[src/rtl/sparse24_weight_packer_pkg.sv]
// Shared constants and FSM encoding for the 2:4 structured-sparse weight packer.
package sparse_pkg;
    localparam int GROUP = 4;
    localparam int NNZ   = 2;
    localparam int IDXW  = 2;

    typedef enum logic [1:0] {
        IDLE  = 2'd0,
        ISSUE = 2'd1,
        HOLD  = 2'd2
    } state_t;
endpackage

[src/rtl/sparse24_weight_packer_if.sv]
// Dense-row handshake plus packed row-load outputs; master = packer, slave = source/row side.
interface sparse24_weight_packer_if #(
    parameter int col = 4,
    parameter int bw  = 4
);
    import sparse_pkg::*;

    logic                         dense_valid;
    logic                         dense_ready;
    logic [col*GROUP*bw-1:0]      dense_flat;
    logic [col*NNZ*bw-1:0]        weights_flat;
    logic [col*GROUP-1:0]         weight_mask;
    logic [col*NNZ*IDXW-1:0]      index_flat;
    logic                         load;
    logic                         busy;
    logic                         overflow;
    logic                         overflow_clr;

    modport master (
        input  dense_valid, dense_flat, overflow_clr,
        output dense_ready, weights_flat, weight_mask, index_flat, load, busy, overflow
    );

    modport slave (
        output dense_valid, dense_flat, overflow_clr,
        input  dense_ready, weights_flat, weight_mask, index_flat, load, busy, overflow
    );
endinterface

[src/rtl/sparse24_group_compress.sv]
// Combinational 2:4 compression of one 4-lane group: keeps the two lowest-lane nonzeros.
module sparse24_group_compress
    import sparse_pkg::*;
#(
    parameter int bw = 4
) (
    input  logic [GROUP*bw-1:0]  grp,
    output logic [NNZ*bw-1:0]    vals,
    output logic [GROUP-1:0]     mask,
    output logic [NNZ*IDXW-1:0]  idx,
    output logic                 over
);
    always_comb begin
        int nz;
        nz   = 0;
        vals = '0;
        mask = '0;
        idx  = '0;
        over = 1'b0;
        for (int k = 0; k < GROUP; k++) begin
            if (grp[k*bw +: bw] != '0) begin
                if (nz < NNZ) begin
                    vals[nz*bw +: bw]     = grp[k*bw +: bw];
                    idx[nz*IDXW +: IDXW]  = IDXW'(k);
                    mask[k]               = 1'b1;
                    nz                    = nz + 1;
                end else begin
                    over = 1'b1;
                end
            end
        end
    end
endmodule

[src/rtl/sparse24_weight_packer.sv]
// Accepts a dense row, registers its 2:4 compressed form, strobes load once, then holds
// outputs for hold_cycles so the row's load pipeline can consume them.
module sparse24_weight_packer
    import sparse_pkg::*;
#(
    parameter int col         = 4,
    parameter int bw          = 4,
    parameter int nnz_per_col = 2,
    parameter int hold_cycles = 2
) (
    input  logic                     clk,
    input  logic                     reset,
    sparse24_weight_packer_if.master bus
);
    localparam int WW = col*nnz_per_col*bw;
    localparam int MW = col*GROUP;
    localparam int IW = col*NNZ*IDXW;
    localparam int CW = (hold_cycles > 1) ? $clog2(hold_cycles) : 1;

    logic [WW-1:0]  c_vals;
    logic [MW-1:0]  c_mask;
    logic [IW-1:0]  c_idx;
    logic [col-1:0] c_over;

    for (genvar c = 0; c < col; c++) begin : g_col
        sparse24_group_compress #(.bw(bw)) u_grp (
            .grp  (bus.dense_flat[c*GROUP*bw +: GROUP*bw]),
            .vals (c_vals[c*NNZ*bw +: NNZ*bw]),
            .mask (c_mask[c*GROUP +: GROUP]),
            .idx  (c_idx[c*NNZ*IDXW +: NNZ*IDXW]),
            .over (c_over[c])
        );
    end

    state_t        state_q, state_d;
    logic [CW-1:0] cnt_q, cnt_d;
    logic          ready_q, ready_d;
    logic          load_q, load_d;
    logic          busy_q, busy_d;
    logic          ovf_q, ovf_d;
    logic [WW-1:0] weights_q, weights_d;
    logic [MW-1:0] mask_q, mask_d;
    logic [IW-1:0] index_q, index_d;

    always_comb begin
        state_d   = state_q;
        cnt_d     = cnt_q;
        ready_d   = ready_q;
        load_d    = 1'b0;
        busy_d    = busy_q;
        weights_d = weights_q;
        mask_d    = mask_q;
        index_d   = index_q;
        // A new overflow event in the accept cycle overrides a simultaneous clear.
        ovf_d     = bus.overflow_clr ? 1'b0 : ovf_q;
        case (state_q)
            IDLE: begin
                if (bus.dense_valid) begin
                    state_d   = ISSUE;
                    load_d    = 1'b1;
                    busy_d    = 1'b1;
                    ready_d   = 1'b0;
                    weights_d = c_vals;
                    mask_d    = c_mask;
                    index_d   = c_idx;
                    if (|c_over) ovf_d = 1'b1;
                end
            end
            ISSUE: begin
                if (hold_cycles == 0) begin
                    state_d = IDLE;
                    busy_d  = 1'b0;
                    ready_d = 1'b1;
                end else begin
                    state_d = HOLD;
                    cnt_d   = CW'(hold_cycles - 1);
                end
            end
            HOLD: begin
                if (cnt_q == '0) begin
                    state_d = IDLE;
                    busy_d  = 1'b0;
                    ready_d = 1'b1;
                end else begin
                    cnt_d = cnt_q - 1'b1;
                end
            end
            default: begin
                state_d = IDLE;
                busy_d  = 1'b0;
                ready_d = 1'b1;
            end
        endcase
    end

    always_ff @(posedge clk) begin
        if (reset) begin
            state_q   <= IDLE;
            cnt_q     <= '0;
            ready_q   <= 1'b1;
            load_q    <= 1'b0;
            busy_q    <= 1'b0;
            ovf_q     <= 1'b0;
            weights_q <= '0;
            mask_q    <= '0;
            index_q   <= '0;
        end else begin
            state_q   <= state_d;
            cnt_q     <= cnt_d;
            ready_q   <= ready_d;
            load_q    <= load_d;
            busy_q    <= busy_d;
            ovf_q     <= ovf_d;
            weights_q <= weights_d;
            mask_q    <= mask_d;
            index_q   <= index_d;
        end
    end

    assign bus.dense_ready  = ready_q;
    assign bus.load         = load_q;
    assign bus.busy         = busy_q;
    assign bus.overflow     = ovf_q;
    assign bus.weights_flat = weights_q;
    assign bus.weight_mask  = mask_q;
    assign bus.index_flat   = index_q;
endmodule

[src/flat_wrapper.sv]
// flat-port wrapper written by rule: the top's interface ports become plain ports
module sparse24_weight_packer_flat import sparse_pkg::*;
#(
    parameter int col         = 4,
    parameter int bw          = 4,
    parameter int nnz_per_col = 2,
    parameter int hold_cycles = 2
)
  (clk, reset, bus_dense_valid, bus_dense_flat, bus_overflow_clr, bus_dense_ready, bus_weights_flat, bus_weight_mask, bus_index_flat, bus_load, bus_busy, bus_overflow);
  sparse24_weight_packer_if #(.col(col), .bw(bw)) bus_i ();
  input  logic clk;
  input  logic reset;
  input wire logic [$bits(bus_i.dense_valid)-1:0] bus_dense_valid;
  input wire logic [$bits(bus_i.dense_flat)-1:0] bus_dense_flat;
  input wire logic [$bits(bus_i.overflow_clr)-1:0] bus_overflow_clr;
  output wire logic [$bits(bus_i.dense_ready)-1:0] bus_dense_ready;
  output wire logic [$bits(bus_i.weights_flat)-1:0] bus_weights_flat;
  output wire logic [$bits(bus_i.weight_mask)-1:0] bus_weight_mask;
  output wire logic [$bits(bus_i.index_flat)-1:0] bus_index_flat;
  output wire logic [$bits(bus_i.load)-1:0] bus_load;
  output wire logic [$bits(bus_i.busy)-1:0] bus_busy;
  output wire logic [$bits(bus_i.overflow)-1:0] bus_overflow;
  assign bus_i.dense_valid = bus_dense_valid;
  assign bus_i.dense_flat = bus_dense_flat;
  assign bus_i.overflow_clr = bus_overflow_clr;
  assign bus_dense_ready = bus_i.dense_ready;
  assign bus_weights_flat = bus_i.weights_flat;
  assign bus_weight_mask = bus_i.weight_mask;
  assign bus_index_flat = bus_i.index_flat;
  assign bus_load = bus_i.load;
  assign bus_busy = bus_i.busy;
  assign bus_overflow = bus_i.overflow;
  sparse24_weight_packer #(.col(col), .bw(bw), .nnz_per_col(nnz_per_col), .hold_cycles(hold_cycles)) u_core (.clk(clk), .reset(reset), .bus(bus_i));
endmodule
[config.mk]
export PLATFORM = sky130hd
export DESIGN_NAME = sparse24_weight_packer_flat
export DESIGN_NICKNAME = d
export VERILOG_FILES = /design/src/rtl/sparse24_weight_packer_pkg.sv /design/src/rtl/sparse24_weight_packer_if.sv /design/src/rtl/sparse24_group_compress.sv /design/src/rtl/sparse24_weight_packer.sv /design/src/flat_wrapper.sv
export SDC_FILE = /design/constraint.sdc
export NUM_CORES = 1
export LEC_CHECK = 0
export BUFFER_PORTS_ARGS = -buffer_cell sky130_fd_sc_hd__clkbuf_2
export CAP_MARGIN = 0
export CORE_MARGIN = 2
export CORE_UTILIZATION = 53
export CTS_CLUSTER_DIAMETER = 80
export CTS_CLUSTER_SIZE = 16
export DETAILED_ROUTE_END_ITERATION = 12
export PLACE_DENSITY = 0.85
export SYNTH_ARGS = -nofsm -noshare
export SYNTH_HDL_FRONTEND = slang
export SYNTH_HIERARCHICAL = 1
export SYNTH_SLANG_ARGS = --single-unit
[constraint.sdc]
create_clock -name clk -period 4.7 [get_ports clk]
set_input_delay 0.47 -clock clk [delete_from_list [all_inputs] [get_ports clk]]
set_output_delay 0.47 -clock clk [all_outputs]
set_load 0.1 [all_outputs]
== Yosys cells after proc, flatten, opt, wreduce, memory -nomap -nowiden ==
Index checks and enable logic that the tools add are counted.
Operators by class
  add/sub/neg operators: 33
  multipliers: 0
  divide/modulo/power cells: 0
  magnitude comparators: 12
  eq/ne operators: 4
  shifts and indexed selects: 48
  mux-type cells: 160
  bitwise operators: 6
  reduce and logical (&&, ||, !) cells: 23
Operators with widths (count)
  $neg 32->33: 24
  $mux 32: 16
  $shift 2x33->4 const A: 12
  $shift 4x33->8 const A: 12
  $shiftx 2x33->4 const A: 12
  $shiftx 4x33->8: 12
  $lt 32x3->1 const B: 12
  $add 32x2->32 const B: 8
  $mux 8: 24
  $mux 4: 28
  $bwmux 8: 12
  $mux 1: 66
  $reduce_bool 4->1: 16
  $bwmux 4: 8
  $and 4x4->4: 4
  $pmux 1 s3: 2
  $pmux 2 s3: 1
  $mux 2: 2
  $ne 2x2->1 const B: 2
  $reduce_and 2->1: 2
  $reduce_or 4->1: 1
  $reduce_and 3->1: 1
  $eq 2x1->1 const B: 1
  $eq 2x2->1 const B: 1
  6 further kinds: 7
Storage, ports and cells
  flip-flop bits (word level): 71
  bits in latches: 0
  memory bits (writable): 0
  ROM bits: 0
  memories: 0

== Longest topological paths before layout ==
Gate-level depths: netlist (run 1).
  word-level depth: 15
  depth in mapped cells: 15
  depth with buffers taken out: 14

== By module ==
The synthesis (run 1) kept the hierarchy.
Modules (own cells, without submodules)
  sparse24_weight_packer: times used 1, cells each 312, area each 2612.5 µm²
  sparse24_group_compress (u_core.g_col[0].u_grp ...): times used 3, cells each 76, area each 533.0 µm²
  sparse24_group_compress (u_core.g_col[3].u_grp): times used 1, cells each 77, area each 529.3 µm²

== Worst setup path after synthesis (run 1) ==
Ideal clock, no wire load.
  path kind: input to register
  from: in bus_dense_flat[48]
  to: reg u_core.weights_q[27], in the netlist u_core/bus.weights_flat[27]
  arrival: 3.356 ns
  setup slack: 1.207 ns
  cell stages on the path: 14
  cells stage by stage: or4_1 clkbuf_1 inv_1 ha_1 a21boi_0 ha_1 inv_1 ha_1 nor4_1 nand2_1 nor2_1 mux2_2 nand2_1 a21oi_1
On the way
  cells in the longest elaborated chain, start to end: 13
  elaborated cells between the ends (all ways): 30
  classes of those cells: 5 x add/sub; 3 x order compare; 6 x shift; 15 x mux; 1 x reduce/logical
Ends and longest elaborated chain
  from (decl): RTL line flat_wrapper.sv:14  | input wire logic [$bits(bus_i.dense_flat)-1:0] bus_dense_flat;
  $reduce_bool 4->1 (*): RTL line sparse24_group_compress.sv:21  | if (grp[k*bw +: bw] != '0) begin
  $mux 1: RTL line sparse24_group_compress.sv:21
  $add 32x2->32 (tied with other cells): RTL line sparse24_group_compress.sv:26  | nz = nz + 1;
  $mux 32 (tied with other cells): RTL line sparse24_group_compress.sv:22  | if (nz < NNZ) begin
  $mux 32 or $bwmux 8 (tied branches): RTL line sparse24_group_compress.sv:21, sparse24_group_compress.sv:23
  $add 32x2->32 (tied with other cells): RTL line sparse24_group_compress.sv:26
  $mux 32 (tied with other cells): RTL line sparse24_group_compress.sv:22
  $mux 32 or $bwmux 8 (tied branches): RTL line sparse24_group_compress.sv:21, sparse24_group_compress.sv:23
  $neg 32->33 or $mux 8 (tied branches): RTL line sparse24_group_compress.sv:23, sparse24_group_compress.sv:22
  $shiftx 4x33->8 (tied with other cells): RTL line sparse24_group_compress.sv:23  | vals[nz*bw +: bw] = grp[k*bw +: bw];
  $bwmux 8: RTL line sparse24_group_compress.sv:23
  $mux 8: RTL line sparse24_group_compress.sv:22
  $mux 8 (*): RTL line sparse24_group_compress.sv:21
  via u_core.c_vals[27]: RTL line sparse24_weight_packer.sv:20  | logic [WW-1:0] c_vals;
  to (signal assigned): RTL line sparse24_weight_packer.sv:114  | weights_q <= weights_d;
  to (decl): RTL line sparse24_weight_packer.sv:41  | logic [WW-1:0] weights_q, weights_d;
The timed path passes the listed nets; every way through them passes the cells marked *.
A chain may end at the register's enable or synchronous reset.

== Final worst setup path (run 1) ==
  from: in bus_dense_flat[48]
  to: reg u_core.weights_q[25], in the netlist u_core/bus.weights_flat[25]
Same word-level chain as after synthesis.

==> flow_metrics.tcl, run 1 <==
set metrics [dict create \
    status "complete, no violations" \
    cts_setup_buffers 0 \
    grt_pass1_vias 4559 \
    post-route-period-util_pct 78.7 \
    drt_pre_antenna_iters 5 \
    drive_gt1_share_pct 26.4 \
    grt_max_degree 66 \
    cts.path.max_buffers 2 \
    drt-total-wl_mm 12.7 \
    n_antenna_cell 0 \
    path_max_fanout 8 \
    start_util_pct 54.6 \
    rr_worst_depth 6 \
    cts_max_level 3 \
    vias 4733 \
    worstSetupStartpoint "bus_dense_flat[48]" \
    die_h_um 98.6 \
    p_leak_nw 2.74 \
    r2r-start "u_core/state_q[0]" \
    synth_nets 716 \
    routedWlPerCell_um 15.1 \
    clock_sinks 71 \
    async_flop_share_pct 0 \
    finalSetupViolCount 0 \
    fin_skew_ps 7.92 \
    timing.setup.tns_ps 0 \
    core_area_um2 8680 \
    slew_headroom_pct 36.6 \
    synth_edf_count 0 \
    post_cts_resized 0 \
    crit_type "primary input to flip-flop" \
    worst_ep_arrival_time_ps 3900 \
    timing.rr.end "u_core/bus.weights_flat[29]" \
    die_w_um 98.6 \
    final_common_cell "nand2_1" \
    rrSetupSlack_ps 2670 \
    ctsHoldBuffers 0 \
    power_mw 1.69 \
    yosysUniqueCellTypes 40 \
    p_per_area_nw_per_um2 309 \
    nets 827 \
    drc 0 \
    clk_latency_ps 340 \
    maxSlewViolCount 0 \
    postRouteAntennaNets 0 \
    clkSlewWorstSetupHoldPaths_ps 70 \
    holdWs_ps 394 \
    drt_iter0_drc 270 \
    ys_seq_area_share_pct 30.0 \
    syn_area_per_cell_um2 7.68 \
    antenna_found_initial 0 \
    io_pins 136 \
    vdd_drop_max_uv 157 \
    min_period_ps 3700 \
    fmax_ghz 0.270 \
    synthFlopType "dfxtp_1" \
    cts_made_buffers 9 \
    die_area_um2 9720 \
    overflow 0 \
    end_kind "flip-flop" \
    drv_cap 0 \
    ys_warn_count 6 \
    netlist_instances 617 \
    grt_usage_pct 25.8 \
    rows 34 \
    crit_path_start_kind "primary input" \
    crit_end "u_core/bus.weights_flat[25]" \
    port_buffers 135 \
    cts_root_buffer "clkbuf_8" \
    hpwl_mm 9.73 \
    most-common-layout-cells "nand2_1 (166), clkbuf_2 (135), a21oi_1 (72)" \
    globalplace.congestion 0.960 \
    area_growth_pct 15.7 \
    rsz0062_at_grt "false" \
    hold_viol 0 \
    cts_tree "yes" \
    grt_pass1_wl_mm 20.9 \
    worstHoldPathType "primary input to flip-flop" \
    worst_ep_required_time_ps 4900 \
    synth_area_um2 4740 \
    viasPerCell 5.63 \
    synth.ff_latch_count 71 \
    tightest_slew_ps 942 \
]
==> cells by family (layout without fill, tap and decap cells) <==
group           Yosys count  in the layout  share of synthesized area [%]
buf+inv                  70            185                           8.37
flops                    71             71                           30.0
compound gates          131            131                           16.1
fa+ha+maj                31             31                           8.18
simple gates            267            267                           26.6
mux                      47             47                           10.8
==> worst min path at each step <==
stage | start | slack [ps] | cells past startpoint | endpoint
after floorplan | u_core/cnt_q | 480 | 2 | u_core/cnt_q
after global placement | u_core/bus.weight_mask[13] | 440 | 2 | u_core/bus.weight_mask[13]
after detailed placement | u_core/bus.weights_flat[23] | 450 | 2 | u_core/bus.weights_flat[23]
after CTS | bus_overflow_clr | 380 | 3 | u_core/bus.overflow
after global routing | bus_overflow_clr | 390 | 3 | u_core/bus.overflow
final | bus_overflow_clr | 390 | 3 | u_core/bus.overflow
==> per-stage QoR <==
step                setup slack, ps  cells  util, %  area, um2
floorplan                      1210    617        -       4740
global placement                915    825     61.0       5300
detailed placement              715    825     61.0       5300
CTS                            1070    840     63.2       5490
global route                    737    840     63.2       5490
finish                         1000    840     63.2       5490
==> layout make-up <==
type	instances	area (um2)
Fill cell	789	3190
Multi-Input combinational cell	476	2930
Sequential cell	71	1420
Timing Repair Buffer	137	691
Clock buffer	12	145
Tap cell	108	135
Inverter	33	124
Clock inverter	3	43.8
==> registers in the layout, indices dropped and copies added, names as in the netlist <==
| signal | cells |
|---|---|
| u_core/bus.index_flat | 16 |
| u_core/bus.weights_flat | 32 |
| u_core/bus.load | 1 |
| u_core/state_q | 2 |
| u_core/bus.overflow | 1 |
| u_core/bus.busy | 1 |
| u_core/bus.weight_mask | 16 |
| u_core/cnt_q | 1 |
| u_core/bus.dense_ready | 1 |
==> critical path, stage by stage <==
cell	delay (ps)
clkbuf_2	100
or4_1	680
inv_1	250
ha_1	310
a21boi_0	320
ha_1	210
inv_1	40
ha_1	280
nor4_1	320
nand2_1	100
nor2_1	300
mux2_2	380
nand2_1	60
a21oi_1	80
==> synthesized netlist by cell type (all sizes together) (5+ instances only) <==
library cell	count	share of area, %
mux2i	27	5.7
or4	9	1.7
nand2b	5	0.66
nor2	17	1.5
buf	24	4.7
dfxtp	71	30
o41ai	5	0.92
nor2b	10	1.3
a21oi	84	9.8
a31oi	13	1.7
inv	33	2.6
o21ai	21	2.2
clkbuf	13	1.0
nand2	167	13
mux2	20	5.1
nand3	12	1.3
and3	17	2.2
ha	31	8.2
nor4	10	1.3
==> routing by layer <==
metal  track usage (%)  wire length (um)  vias to the layer above
met5                 0                 0                        -
met4              9.48               243                        0
met3              4.75               812                       25
met2              45.4              6300                      170
met1              31.4              5350                     2206
li1                  -                 -                     2332
==> where the power goes <==
part           total [mW]  switching (mW)  internal, mW
clock network       0.476           0.218         0.257
logic               0.553           0.440         0.113
registers           0.665          0.0219         0.643
total                1.69           0.681          1.01
No activity file was read; power rests on OpenSTA's default activity.
==> inputs of run 2 (changes only) <==
CORE_UTILIZATION = 48   (was 53)
PLACE_DENSITY = 0.82   (was 0.85)
clock period = 3.1 ns   (was 4.7 ns; I/O delays follow)
==> flow_metrics.tcl, run 2 (synthesis results as in run 1) <==
set metrics [dict create \
    vdd_drop_max_uv 292 \
    regArea_um2 1420 \
    grt_pass1_vias 4573 \
    most-common-layout-cells "nand2_1 (166), clkbuf_2 (135), a21oi_1 (72)" \
    vias 5002 \
    cts.path.max_buffers 2 \
    fin_skew_ps 8.50 \
    drc 0 \
    drt-total-wl_mm 13.0 \
    worstHoldStart "bus_overflow_clr" \
    grt_max_degree 66 \
    whs_endpoint "u_core/bus.overflow" \
    nets 890 \
    hpwl_mm 10.2 \
    viasPerCell 5.38 \
    cts_tree "yes" \
    grt_pass1_wl_mm 20.4 \
    clk_latency_ps 350 \
    drv_cap 0 \
    n_antenna_cell 0 \
    post-route-period-util_pct 95.0 \
    tightest_slew_ps 937 \
    use_met2_pct 42.2 \
    fmax_ghz 0.340 \
    rrSetupSlack_ps 1220 \
    largest_reg_flops 32 \
    end_kind "flip-flop" \
    worstHoldPathType "primary input to flip-flop" \
    worst_ep_arrival_time_ps 3170 \
    rr_worst_depth 6 \
    clkSlewWorstSetupHoldPaths_ps 80 \
    met3_usage_pct 5.98 \
    postRouteAntennaNets 0 \
    hold_viol 0 \
    r2r-start "u_core/state_q[0]" \
    globalplace.congestion 0.914 \
    use_met1_pct 28.1 \
    slowest_stage "or4_1" \
    die_area_um2 10700 \
    area_growth_pct 27.6 \
    p_per_area_nw_per_um2 438 \
    rsz0062_at_grt "false" \
    cp_slowest_stage_delay_ps 630 \
    fill_cells 885 \
    cts_setup_buffers 0 \
    die_w_um 103 \
    die_h_um 103 \
    drt_iter0_drc 173 \
    cts_root_buffer "clkbuf_8" \
    finalSetupViolCount 0 \
    cts_made_buffers 9 \
    io_pins 136 \
    crit_path_start_kind "primary input" \
    antenna_found_initial 0 \
    clock_sinks 71 \
    rows 36 \
    slew_headroom_pct 37.0 \
    p_leak_nw 3.04 \
    grt_usage_pct 24.1 \
    worst_ep_required_time_ps 3320 \
    final_common_cell "nand2_1" \
    crit_chain "clkbuf_2 > or4_1 > inv_2 > ha_4 > a21boi_2 > ha_1 > inv_1 > ha_1 > nand3b_1 > or4_1 > mux2_4 > nand2_1 > a21oi_1" \
    routedWlPerCell_um 14.0 \
    power_mw 2.65 \
    drt_pre_antenna_iters 5 \
    min_period_ps 2940 \
    port_buffers 135 \
    hold_depth 3 \
    timing.rr.end "u_core/bus.weights_flat[19]" \
    status "complete, no violations" \
    drive_gt1_share_pct 33.9 \
    start_util_pct 49.0 \
    core_area_um2 9680 \
    maxSlewViolCount 0 \
    multi_input_area_um2 2970 \
    crit_type "primary input to flip-flop" \
    cts_max_level 3 \
    grt-busiest-layer "met2" \
    path_max_fanout 6 \
    final_util_pct 62.5 \
    overflow 0 \
]
## run 2: changes by cell type in the layout (fill, tap and decap cells not counted), moves of 2 or more
cell	previous run	this run
buf_4	2	65
clkbuf_1	2	0
inv_1	33	29
inv_2	0	4
or4b_1	3	0
or4b_4	0	3
## run 2: what timing repair did
action | CTS | global route
endpoints found under the setup margin | 0 | 20
gates resized for setup | 0 | 5
hold buffers | 0 | 0
## run 2: layout make-up
class                      instances  share of cell area, %
multi-input combinational        476                   49.0
clock inverter                     5                  0.931
timing repair buffer             200                   19.2
clock buffer                      11                   2.50
inverter                          33                   2.05
sequential                        71                   23.5
tap                              133                   2.75
## run 2: worst max path at each step
stage,slack (ps),end,cells after the start,start
after global routing,10,u_core/bus.weights_flat[30],14,bus_dense_flat[48]
after detailed placement,-300,u_core/bus.weights_flat[13],13,bus_dense_flat[16]
after global placement,-190,u_core/bus.weights_flat[13],13,bus_dense_flat[16]
after floorplan,0.9,u_core/bus.weights_flat[12],14,bus_dense_flat[16]
final,160,u_core/bus.weights_flat[30],13,bus_dense_flat[48]
after CTS,70,u_core/bus.weights_flat[13],13,bus_dense_flat[16]
## run 2: per-layer routing
layer | wire length, um | part of all wire, %
met2 | 6330 | 48
met3 | 828 | 6.3
met1 | 5580 | 43
met5 | 0 | 0
met4 | 312 | 2.4
## run 2: critical path, delay by kind of cell
family / cells / cell delay (ps)
AOI/OAI and AO/OA: 2 / 230
and+or+nand+nor: 4 / 1340
muxes: 1 / 360
adders and majority gates: 3 / 650
buffers and inverters: 3 / 270
## run 2: per-stage QoR
stage          cells  instance area (um2)  worst slack [ps]  TNS (ps)  hold slack [ps]
2_1_floorplan    617                 4770             0.892         0              484
3_3_place_gp     913                 5830              -190     -2740              443
3_5_place_dp     913                 5830              -298     -5580              447
4_1_cts          929                 6030              73.1         0              220
5_1_grt          929                 6050              13.2         0              222
6_report         929                 6050               156         0              242
## run 2: report_power, final
group	internal, mW	leakage, nW	total (mW)	switching (mW)
Combinational	0.196	2.36	0.869	0.672
Sequential	0.974	0.582	1.01	0.0322
Clock	0.414	0.105	0.772	0.358
Total	1.58	3.04	2.65	1.06
==> inputs of run 3 (changes only) <==
ABC_AREA = 1   (was unset)
CORE_UTILIZATION = 49   (was 48)
==> flow_metrics.tcl, run 3 <==
set metrics [dict create \
    grt_max_degree 71 \
    p_per_area_nw_per_um2 543 \
    synth_top_area_share_pct 27.3 \
    hold_viol 0 \
    io_pins 136 \
    port_buffers 135 \
    stdcell_count 1108 \
    yosysMostFrequentCell "nor2_1" \
    globalplace.congestion 0.913 \
    slew_headroom_pct 29.7 \
    antenna_found_initial 0 \
    post-route-period-util_pct 89.8 \
    timing.rr.end "u_core/bus.weights_flat[12]" \
    core_area_um2 10300 \
    multi_input_area_um2 3280 \
    nets 1066 \
    holdWs_ps 175 \
    rr_worst_depth 6 \
    clk_latency_ps 350 \
    cts_made_buffers 9 \
    syn_area_per_cell_um2 6.26 \
    drive_gt1_share_pct 21.8 \
    min_period_ps 2780 \
    crit_path_start_kind "primary input" \
    drt_iter0_drc 348 \
    synth_top_area_cell "dfxtp_1" \
    regArea_um2 1420 \
    crit_type "primary input to flip-flop" \
    synth_edf_count 0 \
    die_h_um 107 \
    grt_pass1_vias 5261 \
    cp_slowest_stage_delay_ps 330 \
    critPathMostFrequentCell "nand2_1" \
    overflow 0 \
    cts.path.max_buffers 2 \
    drt-total-wl_mm 13.5 \
    worstHoldStart "bus_overflow_clr" \
    ctsHoldBuffers 0 \
    netlist_instances 830 \
    rsz0062_at_grt "false" \
    timing.setup.tns_ps 0 \
    r2r-start "u_core/state_q[0]" \
    worstHoldPathType "primary input to flip-flop" \
    start_util_pct 50.4 \
    cp_top_family "simple AND/OR/NAND/NOR gates" \
    most-common-layout-cells "nor2_1 (211), nand2_1 (162), clkbuf_2 (135)" \
    synth.ff_latch_count 71 \
    fill_cells 1052 \
    final_common_cell "nor2_1" \
    cts_root_buffer "clkbuf_8" \
    synthFlopType "dfxtp_1" \
    worst_ep_required_time_ps 3330 \
    grt_pass1_wl_mm 23.1 \
    ys_warn_count 6 \
    hold_depth 2 \
    synth_area_um2 5200 \
    area_growth_pct 19.1 \
    fmax_ghz 0.359 \
    hpwl_mm 10.2 \
    drv_cap 0 \
    vdd_drop_max_uv 331 \
    crit_chain "clkbuf_2 > nor4_1 > buf_4 > inv_1 > ha_1 > nand3_1 > nand2_1 > inv_1 > ha_1 > inv_1 > ha_1 > nor2_1 > nand2_1 > nor2_1 > nand2_4 > nand2_1 > nand2_1 > o21ai_0 > nor2_1" \
    end_kind "flip-flop" \
    largest_reg_flops 32 \
    cts_tree "yes" \
    whs_endpoint "u_core/bus.overflow" \
    drt_pre_antenna_iters 5 \
    clock_sinks 71 \
    viasPerCell 5.08 \
    drc 0 \
    async_flop_share_pct 0 \
    synth_nets 929 \
    post_cts_resized 0 \
    worst_ep_arrival_time_ps 3020 \
    slowest_stage "nor2_1" \
    finalSetupViolCount 0 \
    status "complete, no violations" \
    n_antenna_cell 0 \
    dp_cells 1092 \
    worst-path-buf-inv 5 \
    grt_usage_pct 24.7 \
    path_max_fanout 5 \
    p_leak_nw 3.46 \
    synthTopCellsByCount "nor2_1 (211), nand2_1 (162), inv_1 (86), nand3_1 (86), dfxtp_1 (71)" \
    die_w_um 107 \
    rrSetupSlack_ps 1160 \
    clkSlewWorstSetupHoldPaths_ps 70 \
    critical_path_cell_count 19 \
    routedWlPerCell_um 12.2 \
    die_area_um2 11500 \
    rows 37 \
    cts_max_level 3 \
    maxSlewViolCount 0 \
    postRouteAntennaNets 0 \
    synthTopCellsByArea "dfxtp_1 (27%), nor2_1 (15%), nand2_1 (12%)" \
    yosysUniqueCellTypes 25 \
    ys_seq_area_share_pct 27.3 \
    fin_skew_ps 13.1 \
    cts_setup_buffers 0 \
    vias 5634 \
    tightest_slew_ps 1050 \
]
run 3: changes by cell type after synthesis, sizes merged, moves of 9 or more:
cell / before / now
a21oi: 84 / 9
a31oi: 13 / 0
and3: 17 / 0
inv: 33 / 87
mux2: 20 / 0
mux2i: 27 / 0
nand2: 167 / 182
nand3: 12 / 90
nand4: 0 / 15
nor2: 17 / 229
nor2b: 10 / 0
o21ai: 21 / 84
or4: 9 / 0
run 3: cells by family after synthesis:
logic type,count (synthesis),synth area share (%)
AOI/OAI and AO/OA,93,8.95
adders and majority gates,31,7.46
buffers and inverters,111,9.58
DFF,71,27.3
and+or+nand+nor,524,46.7
run 3: worst max path at each step:
stage / end / start / slack, ps
finish: u_core/bus.weights_flat[16] / bus_dense_flat[38] / 320
global route: u_core/bus.weights_flat[16] / bus_dense_flat[38] / 30
CTS: u_core/bus.weights_flat[16] / bus_dense_flat[38] / 340
detailed placement: u_core/bus.weights_flat[16] / bus_dense_flat[38] / 40
global placement: u_core/bus.weights_flat[18] / bus_dense_flat[38] / 110
floorplan: u_core/bus.weights_flat[16] / bus_dense_flat[38] / 290
run 3: worst reg2reg max path, cell delays in order, from the launching register on:
cell and delay [ps]:
dfxtp_1 350, inv_1 70, ha_1 230, nand2_2 80, clkinv_2 660, nor2_1 360
nor2_1 80
run 3: layout make-up:
| class | count | area share, % |
|---|---|---|
| clock buffers | 11 | 2.45 |
| inverters | 88 | 5.36 |
| repair buffers | 149 | 12.6 |
| clock inverters | 5 | 0.909 |
| well taps | 136 | 2.75 |
| flip-flops and latches | 71 | 23.0 |
| multi-input cells | 648 | 53.0 |
run 3: routing by layer:
| layer | track usage [%] | vias up | wire length [um] |
|---|---|---|---|
| li1 | - | 2913 | - |
| met1 | 31.4 | 2522 | 6160 |
| met2 | 41.9 | 170 | 6330 |
| met3 | 4.62 | 29 | 763 |
| met4 | 8.35 | 0 | 299 |
| met5 | 0 | - | 0 |
run 3: power by group:
part / switching, mW / internal [mW] / total, mW
clock: 0.373 / 0.415 / 0.787
sequential: 0.0630 / 1.03 / 1.10
combinational: 1.22 / 0.263 / 1.48
run 3: through the flow:
stage	utilization [%]	total power [mW]	setup WS [ps]	instance area [um2]
global route	60.0	3.54	27.5	6190
global placement	58.0	2.58	115	5980
finish	60.0	3.36	317	6190
CTS	60.0	3.38	343	6190
floorplan	-	2.34	290	5200
detailed placement	58.0	2.60	36.7	5980
